==> src/rtl/countdown_display_driver.sv <==
// -----------------------------------------------------------------------------
// countdown_display_driver
//
// Purpose:
//   Receives the NS and EW countdown values from the traffic-light controller.
//   Each value is converted to two BCD digits by a sequential double-dabble
//   engine that handles both directions in parallel. The result drives a
//   4-digit, time-multiplexed, active-low 7-segment display. NS uses the two
//   left digits and EW uses the two right digits.
//
// Parameters:
//   SCAN_DIV      clk cycles per digit slot (>= 2)
//   BLINK_THRESH  committed values 1..BLINK_THRESH blink (blink build only)
//   BLINK_HALF    scan ticks per blink half-period (blink build only)
//
// Configuration macro:
//   COUNTDOWN_BLINK_EN  when defined, adds the low-count blink logic and the
//                       BLINK_THRESH / BLINK_HALF parameters. When undefined,
//                       the digits are steady.
//
// Ports:
//   clk         in   system clock, rising edge
//   rst         in   synchronous active-high reset
//   ce          in   conversion enable (scanning runs regardless)
//   timeLeftNS  in   [6:0] NS remaining seconds
//   timeLeftEW  in   [6:0] EW remaining seconds
//   seg         out  [6:0] segments {g,f,e,d,c,b,a}, active-low
//   an          out  [3:0] digit enables, active-low, an[3]=NS tens .. an[0]=EW ones
//   busy        out  high while a conversion is in progress
//   conv_done   out  one-cycle pulse after new values reach the display registers
//
// FSM states:
//   state    | meaning
//   ---------+---------------------------------------------------------------
//   S_IDLE   | waiting for ce and a changed (or never-shown) input pair
//   S_SHIFT  | seven double-dabble steps on both shift registers
//   S_COMMIT | copy BCD into display registers, pulse conv_done
// -----------------------------------------------------------------------------
module countdown_display_driver #(
    parameter int SCAN_DIV     = 1000
`ifdef COUNTDOWN_BLINK_EN
    ,
    parameter int BLINK_THRESH = 3,
    parameter int BLINK_HALF   = 256
`endif
) (
    input  logic       clk,
    input  logic       rst,
    input  logic       ce,
    input  logic [6:0] timeLeftNS,
    input  logic [6:0] timeLeftEW,
    output logic [6:0] seg,
    output logic [3:0] an,
    output logic       busy,
    output logic       conv_done
);

    localparam int PRESC_W = $clog2(SCAN_DIV);

    typedef enum logic [1:0] {
        S_IDLE   = 2'd0,
        S_SHIFT  = 2'd1,
        S_COMMIT = 2'd2
    } state_t;

    state_t       r_state;
    state_t       w_state_nxt;
    logic         w_trigger;
    logic         w_load;
    logic         w_step;
    logic         w_commit;

    logic [6:0]   r_snap_ns;
    logic [6:0]   r_snap_ew;
    // Shift registers are {tens[3:0], ones[3:0], binary[6:0]}.
    logic [14:0]  r_dd_ns;
    logic [14:0]  r_dd_ew;
    logic [2:0]   r_bitcnt;
    logic [7:0]   r_disp_ns;
    logic [7:0]   r_disp_ew;
    logic         r_disp_valid;
    logic         r_busy;
    logic         r_conv_done;

    logic [PRESC_W-1:0] r_presc;
    logic         w_tick;
    logic [1:0]   r_slot;
    logic [1:0]   w_slot_nxt;
    logic [6:0]   r_seg;
    logic [3:0]   r_an;
    logic [3:0]   w_digit;
    logic         w_is_tens;
    logic         w_dir_blank;
    logic         w_show;
    logic [6:0]   w_seg_nxt;
    logic [3:0]   w_an_nxt;
    logic         w_blink_ns;
    logic         w_blink_ew;

    // Inputs above 99 are clamped to 99 because two digits cannot show more.
    function automatic logic [6:0] sat99(input logic [6:0] v);
        return (v > 7'd99) ? 7'd99 : v;
    endfunction

    // One double-dabble step: add 3 to each BCD nibble that is >= 5, then
    // shift left. The tens nibble never overflows for inputs <= 99.
    function automatic logic [14:0] dd_step(input logic [14:0] v);
        logic [3:0] t;
        logic [3:0] o;
        t = v[14:11];
        o = v[10:7];
        if (t >= 4'd5) t = t + 4'd3;
        if (o >= 4'd5) o = o + 4'd3;
        return {t[2:0], o, v[6:0], 1'b0};
    endfunction

    function automatic logic [6:0] seg_lut(input logic [3:0] d);
        logic [6:0] s;
        case (d)
            4'd0:    s = 7'b1000000;
            4'd1:    s = 7'b1111001;
            4'd2:    s = 7'b0100100;
            4'd3:    s = 7'b0110000;
            4'd4:    s = 7'b0011001;
            4'd5:    s = 7'b0010010;
            4'd6:    s = 7'b0000010;
            4'd7:    s = 7'b1111000;
            4'd8:    s = 7'b0000000;
            4'd9:    s = 7'b0010000;
            default: s = 7'b1111111;
        endcase
        return s;
    endfunction

    // The snapshot holds the raw values. A saturated input that changes
    // (for example 120 -> 121) therefore still triggers a conversion.
    assign w_trigger = ce && (!r_disp_valid ||
                              ({timeLeftNS, timeLeftEW} != {r_snap_ns, r_snap_ew}));

    // ---------------------------------------------------------------- FSM
    always_ff @(posedge clk) begin
        if (rst) r_state <= S_IDLE;
        else     r_state <= w_state_nxt;
    end

    always_comb begin
        w_state_nxt = r_state;
        w_load      = 1'b0;
        w_step      = 1'b0;
        w_commit    = 1'b0;
        case (r_state)
            S_IDLE: begin
                if (w_trigger) begin
                    w_state_nxt = S_SHIFT;
                    w_load      = 1'b1;
                end
            end
            S_SHIFT: begin
                w_step = 1'b1;
                if (r_bitcnt == 3'd0) w_state_nxt = S_COMMIT;
            end
            S_COMMIT: begin
                w_commit    = 1'b1;
                w_state_nxt = S_IDLE;
            end
            default: w_state_nxt = S_IDLE;
        endcase
    end

    // ------------------------------------------------------- conversion path
    always_ff @(posedge clk) begin
        if (rst) begin
            r_snap_ns    <= 7'd0;
            r_snap_ew    <= 7'd0;
            r_dd_ns      <= 15'd0;
            r_dd_ew      <= 15'd0;
            r_bitcnt     <= 3'd0;
            r_disp_ns    <= 8'd0;
            r_disp_ew    <= 8'd0;
            r_disp_valid <= 1'b0;
            r_busy       <= 1'b0;
            r_conv_done  <= 1'b0;
        end else begin
            if (w_load) begin
                r_snap_ns <= timeLeftNS;
                r_snap_ew <= timeLeftEW;
                r_dd_ns   <= {8'd0, sat99(timeLeftNS)};
                r_dd_ew   <= {8'd0, sat99(timeLeftEW)};
                r_bitcnt  <= 3'd6;
            end
            if (w_step) begin
                r_dd_ns  <= dd_step(r_dd_ns);
                r_dd_ew  <= dd_step(r_dd_ew);
                r_bitcnt <= r_bitcnt - 3'd1;
            end
            if (w_commit) begin
                r_disp_ns    <= r_dd_ns[14:7];
                r_disp_ew    <= r_dd_ew[14:7];
                r_disp_valid <= 1'b1;
            end
            // busy is held through the cycle after COMMIT, which is the same
            // cycle in which conv_done is high.
            r_busy      <= (w_state_nxt != S_IDLE) || (r_state == S_COMMIT);
            r_conv_done <= (r_state == S_COMMIT);
        end
    end

    // ---------------------------------------------------------- scan timing
    assign w_tick     = (r_presc == PRESC_W'(SCAN_DIV - 1));
    assign w_slot_nxt = r_slot + 2'd1;

`ifdef COUNTDOWN_BLINK_EN
    localparam int BLINK_W = $clog2(BLINK_HALF + 1);

    logic [BLINK_W-1:0] r_blink_cnt;
    logic               r_blink_phase;
    logic               w_blink_wrap;
    logic               w_phase_nxt;

    function automatic logic in_blink_range(input logic [7:0] bcd);
        int v;
        v = int'(bcd[7:4]) * 10 + int'(bcd[3:0]);
        return (v >= 1) && (v <= BLINK_THRESH);
    endfunction

    assign w_blink_wrap = w_tick && (r_blink_cnt == BLINK_W'(BLINK_HALF - 1));
    // The phase is registered on the same edge as the digit it affects, so
    // the blanking decision uses the phase value that is about to take effect.
    assign w_phase_nxt  = w_blink_wrap ? ~r_blink_phase : r_blink_phase;
    assign w_blink_ns   = w_phase_nxt && in_blink_range(r_disp_ns);
    assign w_blink_ew   = w_phase_nxt && in_blink_range(r_disp_ew);

    always_ff @(posedge clk) begin
        if (rst) begin
            r_blink_cnt   <= '0;
            r_blink_phase <= 1'b0;
        end else if (w_tick) begin
            r_blink_cnt   <= w_blink_wrap ? '0 : r_blink_cnt + BLINK_W'(1);
            r_blink_phase <= w_phase_nxt;
        end
    end
`else
    assign w_blink_ns = 1'b0;
    assign w_blink_ew = 1'b0;
`endif

    // Select the digit for the slot that becomes active on this tick.
    always_comb begin
        w_digit     = 4'd0;
        w_is_tens   = 1'b0;
        w_dir_blank = 1'b0;
        w_show      = 1'b0;
        w_seg_nxt   = 7'h7F;
        w_an_nxt    = 4'hF;
        case (w_slot_nxt)
            2'd0: w_digit = r_disp_ew[3:0];
            2'd1: begin
                w_digit   = r_disp_ew[7:4];
                w_is_tens = 1'b1;
            end
            2'd2: w_digit = r_disp_ns[3:0];
            default: begin
                w_digit   = r_disp_ns[7:4];
                w_is_tens = 1'b1;
            end
        endcase
        w_dir_blank = w_slot_nxt[1] ? w_blink_ns : w_blink_ew;
        // Tens digits are blanked when zero. Ones digits are always shown.
        w_show = r_disp_valid && !(w_is_tens && (w_digit == 4'd0)) && !w_dir_blank;
        if (w_show) begin
            w_seg_nxt = seg_lut(w_digit);
            w_an_nxt  = ~(4'b0001 << w_slot_nxt);
        end
    end

    always_ff @(posedge clk) begin
        if (rst) begin
            r_presc <= '0;
            r_slot  <= 2'd0;
            r_seg   <= 7'h7F;
            r_an    <= 4'hF;
        end else begin
            r_presc <= w_tick ? '0 : r_presc + PRESC_W'(1);
            if (w_tick) begin
                r_slot <= w_slot_nxt;
                r_seg  <= w_seg_nxt;
                r_an   <= w_an_nxt;
            end
        end
    end

    assign seg       = r_seg;
    assign an        = r_an;
    assign busy      = r_busy;
    assign conv_done = r_conv_done;

endmodule

==> config.mk <==
export PLATFORM = sky130hd
export DESIGN_NAME = countdown_display_driver
export DESIGN_NICKNAME = d
export VERILOG_FILES = /design/src/rtl/countdown_display_driver.sv
export SDC_FILE = /design/constraint.sdc
export NUM_CORES = 1
export LEC_CHECK = 0
export BUFFER_PORTS_ARGS = -buffer_cell sky130_fd_sc_hd__buf_2
export CORE_MARGIN = 8
export CORE_UTILIZATION = 45
export DETAILED_ROUTE_END_ITERATION = 10
export PLACE_DENSITY_LB_ADDON = 0.15
export RECOVER_POWER = 100
export SYNTH_ARGS = -nofsm -noshare
export SYNTH_HDL_FRONTEND = slang
export SYNTH_SLANG_ARGS = --single-unit
==> constraint.sdc <==
create_clock -name clk -period 3.1 [get_ports clk]
set_input_delay 0.31 -clock clk [delete_from_list [all_inputs] [get_ports clk]]
set_output_delay 0.31 -clock clk [all_outputs]
set_load 0.03 [all_outputs]
==> results of run 1 <==
-- final cells by class --
type / count / share of cell area [%]
Timing Repair Buffer: 37 / 3.78
Tap cell: 129 / 3.43
Sequential cell: 91 / 38.8
Inverter: 22 / 1.76
Clock buffer: 11 / 3.01
Multi-Input combinational cell: 371 / 48.4
Clock inverter: 3 / 0.852
-- cells in the mapped netlist, types with 8 or more instances --
| master | number |
|---|---|
| nand2_1 | 62 |
| nand4_1 | 8 |
| o211ai_1 | 30 |
| nor2_1 | 34 |
| a31oi_1 | 11 |
| clkbuf_1 | 30 |
| inv_1 | 22 |
| o21ai_0 | 28 |
| nand3_1 | 29 |
| dfxtp_1 | 91 |
| xnor2_1 | 23 |
| a21oi_1 | 64 |
| ha_1 | 21 |
-- sequential cells by signal, summed over array words and instances, names as in the netlist --
signal	cells
r_dd_ew	15
r_dd_ns	15
r_presc	10
r_disp_ew	8
r_disp_ns	8
r_snap_ew	7
r_snap_ns	7
seg	7
an	4
r_bitcnt	3
r_slot	2
r_state	2
busy	1
conv_done	1
r_disp_valid	1
-- worst max-delay path, delay by kind of cell, from the launching register on --
family,cells,cell delay [ns]
buf+inv,2,0.25
compound gates,3,0.75
mux,1,0.20
simple gates,1,0.41
fa+ha+maj,2,0.45
flops,1,0.41
-- cell usage in the layout (no fill, tap or decap), types with 4 or more instances in the layout --
master	netlist	final
o211ai_1	30	30
xnor2_1	23	23
buf_2	4	16
a21o_1	4	4
buf_4	0	5
nor4_1	4	4
nand4_1	8	8
clkbuf_8	0	10
ha_1	21	21
nand2b_1	7	7
clkbuf_1	30	17
a222oi_1	4	4
a21oi_1	64	64
nand3_1	29	29
a31oi_1	11	11
inv_1	22	22
dfxtp_1	91	91
o21ai_0	28	28
nor2_1	34	34
nand2_1	62	62
nand4b_1	4	4
-- routing by layer --
| layer | vias to the layer above | routed length [um] | track usage [%] | part of all wire (%) |
|---|---|---|---|---|
| li1 | 1851 | - | - | - |
| met1 | 1700 | 4390 | 19.0 | 46 |
| met2 | 65 | 4710 | 27.2 | 49 |
| met3 | 9 | 406 | 3.70 | 4.2 |
| met4 | 0 | 109 | 4.79 | 1.1 |
| met5 | - | 0 | 0 | 0 |
-- power groups by stage --
stage | Clock, mW | Sequential [mW] | Combinational, mW
CTS | 0.796 | 1.24 | 0.240
floorplan | 0 | 1.26 | 0.173
global placement | 0 | 1.27 | 0.235
global route | 0.844 | 1.25 | 0.269
finish | 0.770 | 1.24 | 0.237
detailed placement | 0 | 1.27 | 0.240
-- through the flow --
step	cells	power (mW)	setup slack, ns	instance area, um2
3_3_place_gp	650	1.50	0.753	4550
5_1_grt	664	2.36	0.345	4700
4_1_cts	664	2.28	0.621	4730
2_1_floorplan	522	1.44	0.924	4330
3_5_place_dp	650	1.51	0.630	4550
6_report	664	2.25	0.578	4700
-- how the worst max path moves through the flow --
stage	end	slack, ns
after floorplan	an[1]	0.92
after CTS	an[3]	0.62
after global routing	seg[5]	0.35
final	an[3]	0.58
after global placement	an[3]	0.75
after detailed placement	an[3]	0.63
-- cells by family (layout without fill, tap and decap cells) --
logic type,after synthesis,count (layout),synth area share (%)
buffers and inverters,60,73,5.35
muxes,5,5,1.24
AOI/OAI and AO/OA,153,153,21.8
xor gates and xnor gates,26,26,5.26
adders and majority gates,21,21,6.07
and+or+nand+nor,166,166,18.1
DFF,91,91,42.1
==> metrics, run 1 <==
CTS tree built; vias in the first global route approximately 3600; Root Buffer clkbuf_8; Worst Setup SP r_slot[1]; antenna violations before repair 0; outcome finished clean; Vias about 3600; DR iter-0 viols between 200 and 250; layout cells sized above 1 between 7 and 8%; CP Cell Sequence inv_1, ha_1, a222oi_1, mux2i_1, inv_1, ha_1, nor3b_1, a31oi_1, a21oi_1; Critical Path RT 3.39 ns; Vias per Instance around 5.5; dpl hpwl roughly 6600 um; R2R Path End an[3]; Remaining Overflow, GRT 0; Setup-failing EPs final 0; IO Port Bufs 29; Power Internal between 1.5 and 2 mW; Crit. End Element register; Hold Crit Start rst; # H-tree levels 3; RSZ-0062 raised after global routing false; Post-DRT Antenna Nets 0; FF+latch area about 1800 um2; top cell type's share of synthesized area between 40% and 50%; Post-CTS Resized 0; Leak 1.61 nW; Rel. slew slack 23.6%; Power Dens Cells about 480 nW/um2; #FFs+latches synth about 90; Hold Path Sink r_presc[2]; Top Ports 30; final critical-path share of the clock period ~81%; syn_area_per_cell about 8.3 um2; Critical Path AT between 2 and 3 ns; Unique masters post-synth 43; Initial Utilization a little under half; Worst Reg-to-Reg Cells 9; Post CTS Setup Buffer Count 0; total wire length between 9000 and 10000 um; Highest Clock Rate 397 MHz; clock share of power approximately a third; core region area between 9000 and 10000 um2; crit-path max FO 6; Least-Margin Pin Slew 1.15 ns; switching pwr roughly 570 uW; wire length per cell between 10 and 15 um; Site Rows 35; width of the die 114 um; ranking of synthesized cells by area dfxtp_1 (42%), a21oi_1 (7.4%), ha_1 (6.1%), nand2_1 (5.4%), o211ai_1 (5.2%); first-pass GRT wire length about 17000 um; Final Hold Viols 0; Pins Over Slew Limit 0; Crit Path Class reg2reg; CTS Hold Buffers Added 0; slowest CP cell dfxtp_1; Cells after Synth 522; GRT Util Overall 15.8%; multi-input combinational cell area ~2300 um2; Skew-Pair Late Insertion Delay approximately 0.36 ns; Max-Cap Viols 0; Slowest Stage Delay on Critical Path just over 0.4 ns; Chip Height between 100 and 150 um; Die Area ~13000 um2; # diodes 0; Final GP Congestion around 0.85; setup TNS 0 ns; clock skew approximately 0.009 ns; Tightest Hold Check Type in2reg; nets@finish 570; ys async rst share 0%; CTS clk-pin slew, worst paths about 0.090 ns; largest area contributor in the netlist dfxtp_1; # fillers 948; register area share after synthesis a little over two fifths; sequential share of power around 55%; Util after Layout 50.6%; IR drop worst, VDD about 240 uV; switching share of power between 20% and 30%; Max Root-Sink Buffers 2; total iterations of the first detailed-routing run 5; worst flop-to-flop path startpoint r_slot[1]; CTS buffer count 9; synthesis warning total 0; Logic pwr share 10.5%; Top FF cell, synth dfxtp_1; syn nets 560; FF-to-FF setup slack 0.58 ns; CTS sink cnt ~90; worst hold slack between 0.15 and 0.2 ns; DRC 0; Post-Synthesis Cell Area 4330 um2; Post-synth EDFFs 0; Area growth syn-to-layout 8.65%; largest net degree at the start of global routing approximately 70; min Tclk post-route between 2 and 3 ns; hold path cells 2; kind of start point of the critical path register
No activity file was read; power rests on OpenSTA's default activity.
==> run 2, diff against run 1 <==
==> constraint.sdc (replaced) <==
create_clock -name clk -period 2.3 [get_ports clk]
set_input_delay 0.23 -clock clk [delete_from_list [all_inputs] [get_ports clk]]
set_output_delay 0.23 -clock clk [all_outputs]
set_load 0.03 [all_outputs]
==> run 2 against run 1 <==
Effect of this change:
- non-clock buffer count grew 8
- power up 42%
- routed wire length is 1.7% higher
- flip-flop and latch count unchanged
- sequential share of layout area is 1.4 points lower
- setup slack got worse by 0.42 ns
- fmax grew 18%
- clock power increased by 55%
==> metrics, run 2 (synthesis gave the netlist of run 1 again) <==
Critical Path AT 2.38 ns (-0.43 ns); Chip Height 114 um (unchanged); total wire length 9780 um (+1.7%); Remaining Overflow, GRT 0 (unchanged); core region area 9280 um2 (unchanged); total iterations of the first detailed-routing run 8 (+3); # diodes 0 (unchanged); Final GP Congestion 0.853 (+0.70%); DRC 0 (unchanged); final critical-path share of the clock period 93.2% (+12 points); antenna violations before repair 0 (unchanged); CTS Hold Buffers Added 0 (unchanged); Vias 3690 (+1.8%); Worst Reg-to-Reg Cells 6 (-3); Top Registers r_dd_ew x15, r_dd_ns x15, r_presc x10; CTS sink cnt 91 (unchanged); Pins Over Slew Limit 0 (unchanged); Die Area 13000 um2 (unchanged); outcome finished clean; clock skew 0.0124 ns (+0.00333 ns); slowest CP cell or3b_4; GRT Util Overall 15.4% (-0.37 points); width of the die 114 um (unchanged); Final Hold Viols 0 (unchanged); Finished Layout Cells 674 (+1.5%); first-pass GRT wire length 16700 um (-1.4%); min Tclk post-route 2.14 ns (-0.378 ns); Cells after DPL 657 (+1.1%); Tightest Hold Check Type in2reg; Util after Layout 52.7% (+2.1 points); Root Buffer clkbuf_8; layout cells sized above 1 11.7% (+3.9 points); IO Port Bufs 29 (unchanged); Max-Cap Viols 0 (unchanged); Setup-failing EPs final 0 (unchanged); largest net degree at the start of global routing 69 (-2.8%); CTS clk-pin slew, worst paths 0.09 ns (about the same); Initial Utilization 46.6% (unchanged); Site Rows 35 (unchanged); Crit Path Class reg2reg; Rel. slew slack 50.8% (+27 points); Area growth syn-to-layout 13.1%; Post-DRT Antenna Nets 0 (unchanged); CP Cell Sequence ha_1, nand4b_1, or3_1, or3b_4, a311oi_4, a21oi_1; # H-tree levels 3 (unchanged); Top Ports 30 (unchanged); Vias per Instance 5.47 (+0.28%); FF-to-FF setup slack 0.16 ns (-0.42 ns); Skew-Pair Late Insertion Delay 0.35 ns (about the same); Leak 1.68 nW (+4.7%); nets@finish 578 (+1.4%); vias in the first global route 3527 (-0.76%); dpl hpwl 6590 um (-0.46%); Crit. End Element register; Slowest Stage Delay on Critical Path 0.44 ns (+0.03 ns); Least-Margin Pin Slew 0.737 ns (-0.409 ns); Critical Path RT 2.53 ns (-0.86 ns); IR drop worst, VDD 397 uV (+67%); hold path cells 3 (+1); most common cell after layout, fill and taps aside dfxtp_1; Max Root-Sink Buffers 2 (unchanged); CTS buffer count 9 (unchanged); wire length per cell 14.5 um (+0.21%); Highest Clock Rate 466 MHz (+18%); kind of start point of the critical path register; Total Power 3.19 mW (+42%); CTS tree built; crit-path max FO 6 (unchanged); Power Dens Cells 652 nW/um2 (+36%); most frequent cells in the layout dfxtp_1 (89), nand2_1 (62), a21oi_1 (62); DR iter-0 viols 224 (-5.1%)
[run 2: final cells by class]
type	count	area, um2
Clock buffer	12	145
Timing Repair Buffer	45	262
Multi-Input combinational cell	371	2340
Inverter	22	85.1
Clock inverter	4	73.8
Fill cell	927	4390
Tap cell	129	161
Sequential cell	91	1830
[run 2: worst max-delay path: cells and delay by family, from the launching register on]
| family | cells | cell delay [ns] |
|---|---|---|
| AND/OR/NAND/NOR | 3 | 0.97 |
| AO/OA/AOI/OAI | 2 | 0.49 |
| flip-flops | 1 | 0.36 |
| adder cells (fa/ha/maj) | 1 | 0.20 |
[run 2: through the flow]
stage                     TNS (ns)  cell area [um2]  hold slack [ns]  setup WS (ns)
after floorplan                  0             4330            0.378          0.124
after global placement           0             4630            0.425         0.0820
after detailed placement    -0.234             4630            0.442        -0.0643
after CTS                        0             4850            0.144         0.0403
after global routing      -0.00191             4890            0.145       -0.00191
final                            0             4890            0.158          0.156
[run 2: routing by layer]
| layer | track usage (%) | share of wire [%] | up-vias |
|---|---|---|---|
| met3 | 3.49 | 3.1 | 9 |
| met2 | 26.7 | 49 | 48 |
| met1 | 18.0 | 46 | 1759 |
| met4 | 6.21 | 1.3 | 0 |
| li1 | - | - | 1874 |
| met5 | 0 | 0 | - |
[run 2: final timing paths]
kind	from	end
setup / recovery	r_presc[0]	seg[6]
hold / removal	timeLeftNS[1]	r_snap_ns[1]
setup reg to reg	r_presc[0]	seg[6]
hold reg to reg	r_presc[0]	r_presc[0]
[run 2: report_power, final]
part	internal (mW)	switching [mW]
combinational	0.121	0.211
sequential	1.63	0.0347
clock	0.644	0.547
total	2.40	0.793
[run 2: repair_timing]
item                       CTS  global route
hold endpoints to repair     0             0
pin swaps                    0             5
setup endpoints to repair    9             9
buffers inserted             0             1
gates resized for setup      1            18
==> run 3, diff against run 2 <==
--- a/config.mk
+++ b/config.mk
@@ -7,7 +7,7 @@
 export LEC_CHECK = 0
 export BUFFER_PORTS_ARGS = -buffer_cell sky130_fd_sc_hd__buf_2
 export CORE_MARGIN = 8
-export CORE_UTILIZATION = 45
+export CORE_UTILIZATION = 34
 export DETAILED_ROUTE_END_ITERATION = 10
 export PLACE_DENSITY_LB_ADDON = 0.15
 export RECOVER_POWER = 100
==> run 3 against run 2 <==
Effect of this change:
- fmax hardly changed
- sequential power hardly changed
- flip-flop and latch count stayed put
- critical endpoint is now seg[0]
- die area is 28% higher
- core utilization is 12 points lower
- global-route usage is 2.3 points lower
- first-iteration DRC count is 13% lower
==> metrics, run 3 (synthesis gave the netlist of run 1 again) <==
kind of start point of the critical path register; CTS Hold Buffers Added 0 (unchanged); crit-path max FO 6 (unchanged); pre-CTS setup slack -0.0166 ns (+0.0476 ns); total wire length 10300 um (+5.2%); Crit Path Class reg2reg; Initial Utilization 34.6% (-12 points); GRT busiest layer met2; Chip Height 129 um (+13%); Leak 1.74 nW (+3.7%); DRC 0 (unchanged); met1 Usage GRT 15.1% (-2.9 points); total iterations of the first detailed-routing run 8 (unchanged); Cells after DPL 703 (+7.0%); CTS tree built; final setup margin 0.156 ns (-0.00000400 ns); Tightest Hold Check Type in2reg; setup TNS 0 ns (unchanged); Die Area 16600 um2 (+28%); hold path cells 2 (-1); most common cell after layout, fill and taps aside dfxtp_1; DR iter-0 viols 194 (-13%); Finished Layout Cells 721 (+7.0%); # diodes 0 (unchanged); placed instance area 4720 um2 (+1.9%); Hold Crit Start rst; antenna violations before repair 0 (unchanged); FF-to-FF setup slack 0.16 ns (about the same); Critical Path RT 2.51 ns (-0.02 ns); IR drop worst, VDD 469 uV (+18%); Rel. slew slack 50.1% (-0.74 points); first-pass GRT wire length 17500 um (+4.9%); Final Hold Viols 0 (unchanged); GRT Util Overall 13.1% (-2.3 points); Skew-Pair Late Insertion Delay 0.34 ns (about the same); worst flop-to-flop path startpoint r_slot[0]; largest net degree at the start of global routing 71 (+2.9%); Setup-failing EPs final 0 (unchanged); Least-Margin Pin Slew 0.748 ns (+0.0111 ns); Vias per Instance 5.15 (-5.9%); # H-tree levels 3 (unchanged); Final GP Congestion 0.861 (+0.98%); CTS sink cnt 91 (unchanged); most frequent cells in the layout dfxtp_1 (89), a21oi_1 (63), nand2_1 (62); IO Port Bufs 29 (unchanged); fin area 5080 um2 (+3.8%); Top Registers r_dd_ew x15, r_dd_ns x15, r_presc x10; dpl hpwl 7070 um (+7.2%); width of the die 129 um (+13%); Area growth syn-to-layout 17.4%; outcome finished clean; Remaining Overflow, GRT 0 (unchanged); clock skew 0.00706 ns (-0.00531 ns); final critical-path share of the clock period 93.2% (about the same); Critical Path AT 2.35 ns (-0.03 ns); layout cells sized above 1 12.0% (+0.28 points); Power Dens Cells 700 nW/um2 (+7.3%); Max Root-Sink Buffers 2 (unchanged); GR Layer Usage met3 3.14% (-0.34 points); nets@finish 582 (+0.69%); vias in the first global route 3649 (+3.5%); Top Ports 30 (unchanged); Post-DRT Antenna Nets 0 (unchanged); RSZ-0062 raised after global routing false; Pins Over Slew Limit 0 (unchanged); FF+latch area 1830 um2 (+0.14%); Crit. End Element register; wire length per cell 14.3 um (-1.6%); Worst Reg-to-Reg Cells 9 (+3); GR met2 Demand/Resource 22.8% (-3.8 points); Root Buffer clkbuf_16; Max-Cap Viols 0 (unchanged); CTS clk-pin slew, worst paths 0.06 ns (-0.03 ns); Highest Clock Rate 466 MHz (about the same); CTS buffer count 9 (unchanged); Site Rows 41 (+17%); Worst Setup SP r_slot[0]; min Tclk post-route 2.14 ns (+0.00000400 ns); core region area 12500 um2 (+35%); # fillers 1342 (+45%); Total Power 3.55 mW (+11%); multi-input combinational cell area 2330 um2 (-0.43%); Vias 3714 (+0.65%)
-- run 3: cell count changes in the layout (fill, tap and decap cells not counted), sizes merged --
cell      before  now
buf           28   33
clkbuf        29   27
clkinvlp       0    1
-- run 3: power by group --
part / total (mW) / internal (mW) / switching, mW
Combinational: 0.339 / 0.126 / 0.213
Clock: 1.54 / 0.949 / 0.595
Sequential: 1.67 / 1.64 / 0.0360
Total: 3.55 / 2.71 / 0.845
-- run 3: critical path: stages (launching register included) --
cell	delay [ns]
dfxtp_4	0.37
inv_6	0.08
ha_4	0.16
a222oi_1	0.08
mux2_4	0.31
ha_2	0.19
nor3b_2	0.15
buf_4	0.14
a311oi_4	0.42
a21oi_1	0.11
-- run 3: what timing repair did --
action | CTS | global route
pin swaps | 1 | 3
endpoints found under the hold margin | 0 | 0
gates resized for setup | 0 | 21
cloned | 0 | 0
setup buffers | 0 | 2
endpoints found under the setup margin | 6 | 9
-- run 3: area by class of cell --
type                            count  share of cell area, %
Sequential cell                    91                   36.0
Clock inverter                      5                   1.53
Multi-Input combinational cell    371                   45.9
Clock buffer                       11                   4.58
Timing Repair Buffer               49                   6.01
Inverter                           22                   1.77
Tap cell                          172                   4.24
-- run 3: per-layer routing --
layer  wire length, um  vias up
met5                 0        -
met4                72        0
li1                  -     1892
met2              5190       50
met1              4700     1768
met3               332        4
-- run 3: per-stage QoR --
stage	hold WS [ns]	utilization, %
global route	0.143	40.6
floorplan	0.378	-
detailed placement	0.434	37.7
CTS	0.136	40.2
finish	0.155	40.6
global placement	0.424	37.7
-- run 3: final timing paths --
check                     to
hold reg to reg   r_presc[0]
setup / recovery      seg[0]
setup reg to reg      seg[0]
hold / removal    r_presc[2]
